[src/rtl/at_response_receiver.sv]
// 8N1 UART receive stage: packs byte pairs into 16-bit FIFO words and ends a response on CR LF.
// Optional idle-timeout completion is built only when AT_RX_TIMEOUT_EN is defined.
module at_response_receiver #(
  parameter int CLKS_PER_BIT = 1302,
  parameter int TIMEOUT_CLKS = 50_000_000
) (
  input  logic        clock,
  input  logic        resetn,
  input  logic        start,
  input  logic        line_in,
  input  logic        fifo_full,
  output logic [15:0] data,
  output logic        wr_en,
  output logic        done,
  output logic        overflow,
  output logic        framing_error,
  output logic        timeout
);
  localparam int CW = $clog2(CLKS_PER_BIT);
  localparam logic [CW-1:0] BIT_LAST  = CW'(CLKS_PER_BIT - 1);
  localparam logic [CW-1:0] HALF_LAST = CW'(CLKS_PER_BIT / 2 - 1);

  typedef enum logic [2:0] {
    ST_IDLE, ST_WAIT_START, ST_START_BIT, ST_DATA_BITS,
    ST_STOP_BIT, ST_ACCEPT, ST_EMIT, ST_DONE
  } state_t;

  state_t        state_reg;
  logic          sync1_reg, line_reg;
  logic [CW-1:0] clk_cnt_reg;
  logic [2:0]    bit_cnt_reg;
  logic [7:0]    shift_reg, prev_reg;
  logic [15:0]   word_reg, data_reg;
  logic          half_reg, term_reg, done_reg, overflow_reg, framing_reg;
  logic          is_term;

`ifdef AT_RX_TIMEOUT_EN
  localparam int TW = $clog2(TIMEOUT_CLKS);
  localparam logic [TW-1:0] TO_LAST = TW'(TIMEOUT_CLKS - 1);
  logic [TW-1:0] to_cnt_reg;
  logic          timeout_reg;
  assign timeout = timeout_reg;
`else
  assign timeout = 1'b0;
`endif

  always_ff @(posedge clock or negedge resetn) begin
    if (!resetn) begin
      sync1_reg <= 1'b1;
      line_reg  <= 1'b1;
    end else begin
      sync1_reg <= line_in;
      line_reg  <= sync1_reg;
    end
  end

  assign is_term       = (prev_reg == 8'h0D) && (shift_reg == 8'h0A);
  // An abort during EMIT must not leak a strobe, hence the start term.
  assign wr_en         = (state_reg == ST_EMIT) && start && !fifo_full;
  assign data          = wr_en ? word_reg : data_reg;
  assign done          = done_reg;
  assign overflow      = overflow_reg;
  assign framing_error = framing_reg;

  always_ff @(posedge clock or negedge resetn) begin
    if (!resetn) begin
      state_reg    <= ST_IDLE;
      clk_cnt_reg  <= '0;
      bit_cnt_reg  <= '0;
      shift_reg    <= '0;
      prev_reg     <= '0;
      word_reg     <= '0;
      data_reg     <= '0;
      half_reg     <= 1'b0;
      term_reg     <= 1'b0;
      done_reg     <= 1'b0;
      overflow_reg <= 1'b0;
      framing_reg  <= 1'b0;
`ifdef AT_RX_TIMEOUT_EN
      to_cnt_reg   <= '0;
      timeout_reg  <= 1'b0;
`endif
    end else if (!start && state_reg != ST_IDLE && state_reg != ST_DONE) begin
      state_reg <= ST_IDLE;
      half_reg  <= 1'b0;
      term_reg  <= 1'b0;
    end else begin
      case (state_reg)
        ST_IDLE: begin
          if (start) begin
            half_reg     <= 1'b0;
            term_reg     <= 1'b0;
            prev_reg     <= '0;
            overflow_reg <= 1'b0;
            framing_reg  <= 1'b0;
`ifdef AT_RX_TIMEOUT_EN
            to_cnt_reg   <= '0;
            timeout_reg  <= 1'b0;
`endif
            state_reg    <= ST_WAIT_START;
          end
        end
        ST_WAIT_START: begin
          if (!line_reg) begin
            clk_cnt_reg <= '0;
            bit_cnt_reg <= '0;
            state_reg   <= ST_START_BIT;
          end
`ifdef AT_RX_TIMEOUT_EN
          else if (to_cnt_reg == TO_LAST) begin
            timeout_reg <= 1'b1;
            if (half_reg) begin
              word_reg[7:0] <= 8'h00;
              term_reg      <= 1'b1;
              state_reg     <= ST_EMIT;
            end else begin
              done_reg  <= 1'b1;
              state_reg <= ST_DONE;
            end
          end else begin
            to_cnt_reg <= to_cnt_reg + TW'(1);
          end
`endif
        end
        ST_START_BIT: begin
          if (clk_cnt_reg == HALF_LAST) begin
            clk_cnt_reg <= '0;
            state_reg   <= line_reg ? ST_WAIT_START : ST_DATA_BITS;
          end else begin
            clk_cnt_reg <= clk_cnt_reg + CW'(1);
          end
        end
        ST_DATA_BITS: begin
          if (clk_cnt_reg == BIT_LAST) begin
            clk_cnt_reg <= '0;
            shift_reg   <= {line_reg, shift_reg[7:1]};
            if (bit_cnt_reg == 3'd7) state_reg <= ST_STOP_BIT;
            else bit_cnt_reg <= bit_cnt_reg + 3'd1;
          end else begin
            clk_cnt_reg <= clk_cnt_reg + CW'(1);
          end
        end
        ST_STOP_BIT: begin
          if (clk_cnt_reg == BIT_LAST) begin
            clk_cnt_reg <= '0;
            if (line_reg) begin
              state_reg <= ST_ACCEPT;
            end else begin
              framing_reg <= 1'b1;
              state_reg   <= ST_WAIT_START;
            end
          end else begin
            clk_cnt_reg <= clk_cnt_reg + CW'(1);
          end
        end
        ST_ACCEPT: begin
          prev_reg <= shift_reg;
`ifdef AT_RX_TIMEOUT_EN
          to_cnt_reg <= '0;
`endif
          if (!half_reg) begin
            word_reg[15:8] <= shift_reg;
            half_reg       <= 1'b1;
            if (is_term) begin
              word_reg[7:0] <= 8'h00;
              term_reg      <= 1'b1;
              state_reg     <= ST_EMIT;
            end else begin
              state_reg <= ST_WAIT_START;
            end
          end else begin
            word_reg[7:0] <= shift_reg;
            term_reg      <= is_term;
            state_reg     <= ST_EMIT;
          end
        end
        ST_EMIT: begin
          half_reg <= 1'b0;
          if (fifo_full) overflow_reg <= 1'b1;
          else data_reg <= word_reg;
          if (term_reg) begin
            done_reg  <= 1'b1;
            state_reg <= ST_DONE;
          end else begin
            state_reg <= ST_WAIT_START;
          end
        end
        ST_DONE: begin
          if (!start) begin
            done_reg  <= 1'b0;
            state_reg <= ST_IDLE;
          end
        end
        default: state_reg <= ST_IDLE;
      endcase
    end
  end
endmodule

[config.mk]
export PLATFORM = sky130hd
export DESIGN_NAME = at_response_receiver
export DESIGN_NICKNAME = d
export VERILOG_FILES = /design/src/rtl/at_response_receiver.sv
export SDC_FILE = /design/constraint.sdc
export NUM_CORES = 1
export LEC_CHECK = 0
export ABC_CLOCK_PERIOD_IN_PS = 2000
export CELL_PAD_IN_SITES_DETAIL_PLACEMENT = 1
export CELL_PAD_IN_SITES_GLOBAL_PLACEMENT = 1
export CORE_UTILIZATION = 44
export CTS_BUF_LIST = sky130_fd_sc_hd__clkbuf_4
export CTS_CLUSTER_DIAMETER = 50
export DETAILED_ROUTE_END_ITERATION = 7
export PLACE_DENSITY = 0.88
export SETUP_SLACK_MARGIN = 0.4
export SYNTH_ARGS = -nofsm -noshare
export SYNTH_HDL_FRONTEND = slang
export SYNTH_SLANG_ARGS = --single-unit
[constraint.sdc]
create_clock -name clock -period 2 [get_ports clock]
set_clock_uncertainty 0.1 [all_clocks]
set_input_delay 0.4 -clock clock [delete_from_list [all_inputs] [get_ports clock]]
set_output_delay 0.4 -clock clock [all_outputs]
set_load 0.005 [all_outputs]
==> flow_summary.yaml, run 1 <==
outcome:
  status: "finished, violations left"
  violations: "setup timing"
placement:
  routabilityCongestion: 0.8218
  port_buffers: 24
  dp_slack_ns: -0.8113
  dp_hpwl_um: 6490
setup_path:
  cp-end-kind: "output port"
  critPathMostFrequentCell: "buf_6"
  critical_path.top_delay_family: "buffers and inverters"
  cp_slowest_cell: "dfrtp_1"
  crit_buf_inv: 5
  arrival_ns: 2.20
  criticalPathCategory: "reg -> out"
  startpoint_type: "flip-flop"
  r2r_cells: 10
  path_cells: "inv_2, nor4_4, buf_4, buf_12, buf_6, mux2_4, buf_6"
  cp_max_fo: 7
  slowest_delay_ns: 0.43
  crit_required_ns: 1.50
  crit_cells: 7
worst_hold_path:
  hp-class: "in -> reg"
  worstHoldPathCells: 1
grt:
  grt_pass1_vias: 3667
  gr-total-overflow: 0
  grt.total_usage_pct: 35.46
  antenna_found_initial: 0
  grt_max_degree: 28
  grt_pass1_wl_um: 22080
cts:
  cts-root-buf: "clkbuf_4"
  clockBufferDepth: 2
  htreeDepth: 3
  clk_pin_slew_worst_paths_ns: 0.16
  cts_buffers: 9
  clk_latency_ns: 0.49
  clkSinkCount: 72
  tritoncts: "yes"
detailed_routing:
  wire_per_inst_um: 31.53
  detail-route-antenna-nets: 0
  dr.pass1.iters: 5
  first_iter_violations: 203
  via_count: 3466
  via_per_inst: 6.302
  wl_um: 17340
  drcViolationCount: 0
timing:
  setup_violations: 59
  fin_ws_ns: -0.6968
  rsz0062_at_grt: "yes"
  hold_violations: 0
  tightest_slew_ns: 0.5843
  slew_headroom_pct: 61.04
  drv_slew: 0
  final.min_clock_period_ns: 2.697
  hold_slack_ns: 0.2369
  post-route-period-util_pct: 134.8
  max_clock_freq_mhz: 370.8
floorplanning:
  die_w_um: 92.73
  ios: 26
  start_util_pct: 46.16
  core_um2: 7848
  die-area_um2: 8599
  die_h_um: 92.73
  rows: 32
power:
  power_switching_mw: 2.487
  clockPowerShare_pct: 18.6
  p_int_mw: 3.651
  pwr-share-comb_pct: 53.7
  p_seq_share_pct: 27.7
  ir_drop_uv: 917.3
  leakagePower_nw: 2.700
  p_per_area_nw_per_um2: 1033
  netSwitchingFraction_pct: 40.52
layout:
  layout_common_cells: "dfrtp_1, buf_6, buf_4"
  drive_gt1_share_pct: 61.16
  layout_commonest_cell: "dfrtp_1"
  fillers: 692
  diodes: 0
  finalNetCount: 454
  syn_to_final_growth_pct: 64.08
synth:
  synth.avg_cell_area_um2: 11.54
  syn_inst: 314
  yosys_warnings: 0
  synthTopCellsByArea: "dfrtp_1, mux2_2, o21ai_0, nand2_1, a22o_1"
  ys_types: 58
  async_reset_ff_share_pct: 100.0
  synth_edf_count: 0
  synth_area_leader_cell: "dfrtp_1"
  synth_flop_cell: "dfrtp_1"
  syn-num-nets: 324
  syn_area_um2: 3622
  synth-seq-area-share_pct: 49.81
  synth_top_area_share_pct: 48.36
  synth_seq_cells: 72
run:
  maxCapViolCount: 0
[routing by layer]
layer / up-vias / track usage (%) / part of all wire, % / wire [um]
met5: - / 0 / 0 / 0
met4: 0 / 19.10 / 4.1 / 705
met3: 61 / 7.307 / 6.7 / 1166
li1: 1416 / - / - / -
met2: 212 / 57.41 / 49 / 8468
met1: 1777 / 44.54 / 40 / 7003
[cell type report]
class                           count  area, um^2  area share [%]
Clock inverter                      6       85.08           1.432
Sequential cell                    72        1805           30.38
Tap cell                          102       127.6           2.147
Inverter                            9       38.79          0.6526
Multi-Input combinational cell    216        2328           39.18
Clock buffer                        9       67.56           1.137
Timing Repair Buffer              136        1490           25.07
[cell families after synthesis]
family                   share of synthesized area (%)
other                                           0.1035
adder cells (fa/ha/maj)                          1.727
XOR/XNOR                                         1.451
buffers and inverters                            3.730
multiplexers                                     15.82
AO/OA/AOI/OAI                                    12.30
AND/OR/NAND/NOR                                  15.06
flip-flops                                       49.81
[final timing paths]
path                                            startpoint  slack [ns]                         end
worst max-delay path              state_reg[1]$_DFFE_PN0P_       -0.70                    data[10]
worst min-delay path                               line_in        0.24         sync1_reg$_DFF_PN1_
worst max register to register  clk_cnt_reg[1]$_DFFE_PN0P_       -0.42    state_reg[0]$_DFFE_PN0P_
worst min register to register         sync1_reg$_DFF_PN1_        0.27          line_reg$_DFF_PN1_
max in group asynchronous                           resetn        0.75     word_reg[8]$_DFFE_PN0P_
min in group asynchronous                           resetn        0.30  clk_cnt_reg[2]$_DFFE_PN0P_
[per-stage QoR]
stage / setup TNS (ns) / std cells / cell area [um^2] / util [%] / power, mW
floorplan: 0 / 314 / 3766 / - / 2.667
global placement: -21.98 / 468 / 4414 / 56.25 / 3.120
detailed placement: -24.62 / 468 / 4414 / 56.25 / 3.228
CTS: -8.363 / 533 / 5430 / 69.20 / 5.082
global route: -24.27 / 550 / 5943 / 75.73 / 6.265
finish: -22.66 / 550 / 5943 / 75.73 / 6.138
[what timing repair did]
| action | in CTS | in global routing |
|---|---|---|
| pin swaps | 19 | 14 |
| buffers inserted | 44 | 16 |
| setup endpoints to repair | 87 | 88 |
| hold buffers | 1 | 0 |
| resized for setup | 190 | 85 |
| cloned | 5 | 1 |
| hold endpoints to repair | 13 | 0 |
[cells in the mapped netlist (all sizes together), types with 3 or more instances]
cell and number:
nand2b 3, nor2 16, nand2 22, nor4bb 3
clkbuf 5, nand3 12, dfrtp 70, ha 5
nor3 7, nor4b 3, inv 9, o21ai 24
nor4 6, a21oi 9, buf 13, nor2b 4
mux2 50, nand4 6, xnor2 6, a22o 8
a31oi 3
[power groups by stage]
stage	combinational, mW	sequential, mW	clock (mW)
6_report	3.29	1.70	1.14
5_1_grt	3.36	1.71	1.19
4_1_cts	2.38	1.66	1.05
3_5_place_dp	1.54	1.68	0
3_3_place_gp	1.45	1.67	0
2_1_floorplan	1.01	1.66	0
No activity file was read; power rests on OpenSTA's default activity.
==> run 2, diff against run 1 <==
Settings changed: CORE_ASPECT_RATIO set to 0.8, CORE_UTILIZATION 44 to 43, CTS_BUF_LIST sky130_fd_sc_hd__clkbuf_4 to sky130_fd_sc_hd__clkbuf_16, PLACE_DENSITY 0.88 to 0.86.
==> run 2 against run 1 <==
The flow still finishes with violations (setup timing). Clock power is 33% higher. Sequential power about the same. Sequential share of layout area increased by 1.6 points. Critical path depth shrank 1. Core utilization down 5.8 points. Cell count decreased by 3.5%. First-iteration DRC count increased by 39%. Fmax up 8.5%. Largest cell class unchanged. Highest routed layer unchanged. Worst hold slack better by 0.025 ns.
==> flow_summary.yaml, run 2 (synthesis results as in run 1) <==
power:
  p_total_mw: 5.947
  pwr-share-comb_pct: 46.1
  p_int_mw: 3.607
  clockPowerShare_pct: 25.6
  leakagePower_nw: 2.548
  ir_drop_uv: 741.0
  power_switching_mw: 2.341
  netSwitchingFraction_pct: 39.36
  p_seq_share_pct: 28.3
  p_per_area_nw_per_um2: 1056
detailed_routing:
  detail-route-antenna-nets: 0
  drcViolationCount: 0
  wire_per_inst_um: 29.87
  wl_um: 15860
  via_per_inst: 6.341
  dr.pass1.iters: 6
  via_count: 3367
  first_iter_violations: 282
layout:
  finalNetCount: 428
  regArea_um2: 1804
  fillers: 730
  layout_common_cells: "dfrtp_1, buf_6, mux2_4"
  multiInputGateArea_um2: 2177
  syn_to_final_growth_pct: 55.54
  layout_commonest_cell: "dfrtp_1"
  diodes: 0
  drive_gt1_share_pct: 55.79
timing:
  hold_violations: 0
  rsz0062_at_grt: "yes"
  post-route-period-util_pct: 124.3
  max_clock_freq_mhz: 402.2
  drv_slew: 0
  final.min_clock_period_ns: 2.486
  fin_ws_ns: -0.4861
  setup_violations: 60
  hold_slack_ns: 0.2617
floorplanning:
  core_um2: 8055
  rows: 29
  die_h_um: 84.09
  ios: 26
  die_w_um: 104.6
  die-area_um2: 8797
  start_util_pct: 44.97
cts:
  clk_pin_slew_worst_paths_ns: 0.06
  clk_latency_ns: 0.34
  clkSinkCount: 72
  cts_buffers: 9
  tritoncts: "yes"
  clockBufferDepth: 2
  cts-root-buf: "clkbuf_16"
  htreeDepth: 3
worst_hold_path:
  min_from: "sync1_reg$_DFF_PN1_"
  hp-class: "reg -> reg"
setup_path:
  r2r_cells: 10
  crit_required_ns: 1.50
  cp-end-kind: "output port"
  startpoint_type: "flip-flop"
  r2r-start: "clk_cnt_reg[1]$_DFFE_PN0P_"
  cp_max_fo: 3
  startpoint: "state_reg[0]$_DFFE_PN0P_"
  crit_end: "data[14]"
  arrival_ns: 1.99
  criticalPathCategory: "reg -> out"
  ff2ff_setup_slack_ns: -0.30
  r2r_end: "bit_cnt_reg[2]$_DFFE_PN0P_"
grt:
  grt_pass1_vias: 3460
  antenna_found_initial: 0
  grt.total_usage_pct: 34.17
  gr-total-overflow: 0
  grt_max_degree: 60
  grt_pass1_wl_um: 21910
placement:
  routabilityCongestion: 0.7695
  dp_hpwl_um: 6689
  port_buffers: 24
outcome:
  status: "finished, violations left"
  violations: "setup timing"
run:
  maxCapViolCount: 0
run 2: cell types whose count changed in the layout (fill, tap and decap cells not counted), moves of 3 or more:
cell | previous run | this run
clkbuf_4 | 9 | 0
nand2_2 | 6 | 1
clkdlybuf4s15_1 | 3 | 0
buf_4 | 52 | 37
nor4_4 | 4 | 1
nand2_1 | 16 | 21
o21ai_2 | 6 | 9
buf_6 | 59 | 50
nor2_2 | 0 | 5
nor2_4 | 10 | 6
clkbuf_16 | 1 | 9
run 2: routing by layer:
metal | vias up | global-route usage, % | part of all wire (%)
met5 | - | 0 | 0
met3 | 75 | 6.089 | 6.0
met1 | 1744 | 43.39 | 40
met2 | 191 | 55.45 | 49
met4 | 0 | 18.82 | 5.5
li1 | 1357 | - | -
run 2: power groups by stage:
stage	Combinational (mW)	Sequential, mW	Clock (mW)
final	2.74	1.68	1.52
after detailed placement	1.57	1.66	0
after global routing	2.85	1.68	1.58
after CTS	2.09	1.65	1.50
after global placement	1.47	1.65	0
after floorplan	1.01	1.66	0
run 2: area by class of cell:
class                           count  area share, %
Multi-Input combinational cell    216          38.64
Sequential cell                    72          32.02
Timing Repair Buffer              110          21.63
Clock buffer                        9          3.997
Tap cell                          108          2.398
Clock inverter                      7         0.7106
Inverter                            9         0.5996
run 2: per-stage QoR:
stage / area (um^2) / utilization (%) / setup TNS [ns] / instances / setup WS, ns
final: 5634 / 69.94 / -14.15 / 531 / -0.4861
after global routing: 5634 / 69.94 / -16.48 / 531 / -0.5076
after CTS: 5291 / 65.69 / -8.087 / 519 / -0.4088
after detailed placement: 4412 / 54.77 / -24.04 / 476 / -0.7850
after global placement: 4412 / 54.77 / -20.88 / 476 / -0.7211
after floorplan: 3766 / - / 0 / 314 / 0.04683
run 2: how the worst min path moves through the flow:
stage | to | cells past startpoint
3_3_place_gp | clk_cnt_reg[7]$_DFFE_PN0P_ | 1
5_1_grt | line_reg$_DFF_PN1_ | 0
4_1_cts | line_reg$_DFF_PN1_ | 0
2_1_floorplan | bit_cnt_reg[0]$_DFFE_PN0P_ | 0
3_5_place_dp | clk_cnt_reg[7]$_DFFE_PN0P_ | 1
6_report | line_reg$_DFF_PN1_ | 0
run 2: critical path: stages, from the launching register on:
cell,delay (ns)
dfrtp_1,0.44
nor4_4,0.32
buf_6,0.20
buf_16,0.14
buf_12,0.11
mux2_4,0.30
buf_6,0.12
run 2: timing repair:
item | in CTS | in global routing
buffers inserted | 24 | 11
endpoints found under the hold margin | 12 | 0
gates cloned | 2 | 1
pin swaps | 13 | 16
gates resized for setup | 166 | 64
hold buffers | 1 | 0
setup endpoints to repair | 88 | 87
==> variant (settings of run 2) <==
Set the parameter `CLKS_PER_BIT` to 651 (it was 1302).
--- a/src/rtl/at_response_receiver.sv
+++ b/src/rtl/at_response_receiver.sv
@@ -1,7 +1,7 @@
 // 8N1 UART receive stage: packs byte pairs into 16-bit FIFO words and ends a response on CR LF.
 // Optional idle-timeout completion is built only when AT_RX_TIMEOUT_EN is defined.
 module at_response_receiver #(
-  parameter int CLKS_PER_BIT = 1302,
+  parameter int CLKS_PER_BIT = 651,
   parameter int TIMEOUT_CLKS = 50_000_000
 ) (
   input  logic        clock,
Function: same outputs for any inputs over 10 cycles, from zero or initial values and one cycle with resetn low; that may be too few to reach the edited logic, so the function may still have changed.
==> variant against run 2 <==
- the run still ends with setup timing left
- synthesized area decreased by 2.4%
- final area increased by 1.3%
- synthesized cell count increased by 1.6%
- sequential cell count decreased by 1
- wire length increased by 24%
- via count increased by 10%
- total power decreased by 3.7%
- cell count increased by 3.8%
- register-to-register slack got worse by 440 ps
- utilization increased by 1.9 points
- global-route usage increased by 7.6 points
- setup slack got worse by 260 ps
- count of clock-buffer cells in the layout unchanged
- critical path type is now flop to flop
==> variant: results (changes against run 2) <==
H-tree Lvls 3 (unchanged); RD Place Congestion 0.799 (+3.8%); later-pin clock latency in the skew report 360 ps (+20 ps); Total Routing Usage GR 41.8% (+7.6 points); peak supply drop 0.957 mV (+29%); vias in the first global route 3797 (+9.7%); crit path max fanout 5 (+2); syn avg cell area 11.1 sq um (-3.9%); routed vias/inst 6.74 (+6.4%); R2R Path End state_reg[2]; sequential area share after synthesis 50.3% (+0.53 points); Clock Path Buffers 2 (unchanged); Mapped Nets 329 (+1.5%); dpl hpwl 6.76 mm (+1.0%); clock root buffer clkbuf_16; first-pass GRT wire length 24.9 mm (+14%); status finished, violations left; Critical Path AT 2890 ps (+900 ps); failing checks setup timing; largest net degree at the start of global routing 39 (-35%); Distinct cells, synth 52 (-10%); nets 448 (+4.7%); Reg2Reg Depth 8 (-2); final setup fails 66 (+10%); TNS Setup -22780 ps (-8630 ps); ys async rst share 100% (unchanged); synth cell count leaders dfrtp_1, mux2_2, nand2_1; P_leak 2.68 nW (+5.2%); top post-synthesis cells by area dfrtp_1, mux2_2, a22o_1; initial antenna violation count 2 (+2); layout cells sized above 1 55.5% (-0.26 points); # diodes 0 (unchanged); Setup WS post-layout -743 ps (-257 ps); WHS Path Cells 0 (unchanged); drt wl/cell 35.7 um (+19%); Iter 0 DRT Violations 350 (+24%); Hold Crit Start sync1_reg; First-pass DRT Iterations 5 (-1); Worst R2R Start clk_cnt_reg[3]; fill count 720 (-1.4%)
[variant: layer usage]
layer / share of wire (%) / up-vias / global-route usage (%) / routed length (um)
met4: 8.2 / 4 / 27.7 / 1600
met2: 46 / 313 / 65.9 / 9120
li1: - / 1418 / - / -
met1: 36 / 1850 / 49.5 / 7070
met3: 9.4 / 131 / 11.2 / 1840
met5: 0.14 / - / 0 / 27
[variant: worst max-delay path by stage]
stage                              start            to  slack (ps)  cells after the start
final                     clk_cnt_reg[3]  state_reg[2]        -740                      8
after global routing      clk_cnt_reg[3]  state_reg[2]        -730                      8
after CTS                   state_reg[2]       data[1]        -490                      7
after detailed placement           start      data[14]        -870                      6
after global placement             start      data[10]        -780                      6
after floorplan           clk_cnt_reg[5]  state_reg[2]        -170                      5
[variant: final cells by class]
class	count	area, sq um	share of cell area, %
Clock buffer	9	225	3.95
Clock inverter	7	96.3	1.69
Inverter	7	27.5	0.482
Multi-Input combinational cell	224	2150	37.8
Sequential cell	71	1780	31.2
Tap cell	108	135	2.37
Timing Repair Buffer	125	1290	22.5
[variant: cell families (layout without fill, tap and decap cells)]
family | after synthesis | count (layout) | share of synthesized area (%)
AO/OA/AOI/OAI | 67 | 67 | 12.9
adder cells (fa/ha/maj) | 5 | 5 | 1.77
buffers and inverters | 25 | 148 | 2.94
flip-flops | 71 | 71 | 50.3
multiplexers | 53 | 53 | 16.8
other | 1 | 1 | 0.106
AND/OR/NAND/NOR | 97 | 98 | 15.1
[variant: worst max-delay path, stage by stage, from the launching register on]
cell      delay (ps)
dfrtp_1          460
buf_4            200
nand3b_1         240
or3_1            390
a221o_1          390
buf_6            160
buf_4            130
nor3_1           240
a2111o_1         310
[variant: power breakdown]
part | total (mW) | internal, mW | switching (mW)
sequential | 1.57 | 1.50 | 0.0747
combinational | 2.32 | 1.03 | 1.28
clock | 1.85 | 1.10 | 0.749
[variant: timing repair]
action,in CTS,in global routing
cloned,4,1
endpoints found under the hold margin,17,0
resized for setup,227,27
endpoints found under the setup margin,88,86
pin swaps,31,9
setup buffers,32,11
hold buffers,1,0
[variant: per-stage QoR]
step | instance area, sq um | setup slack, ps | std cells | hold slack [ps]
6_report | 5710 | -743 | 551 | 267
5_1_grt | 5710 | -732 | 551 | 268
4_1_cts | 5480 | -493 | 539 | 261
3_5_place_dp | 4290 | -868 | 486 | 251
3_3_place_gp | 4290 | -781 | 486 | 246
2_1_floorplan | 3590 | -166 | 319 | 4.41
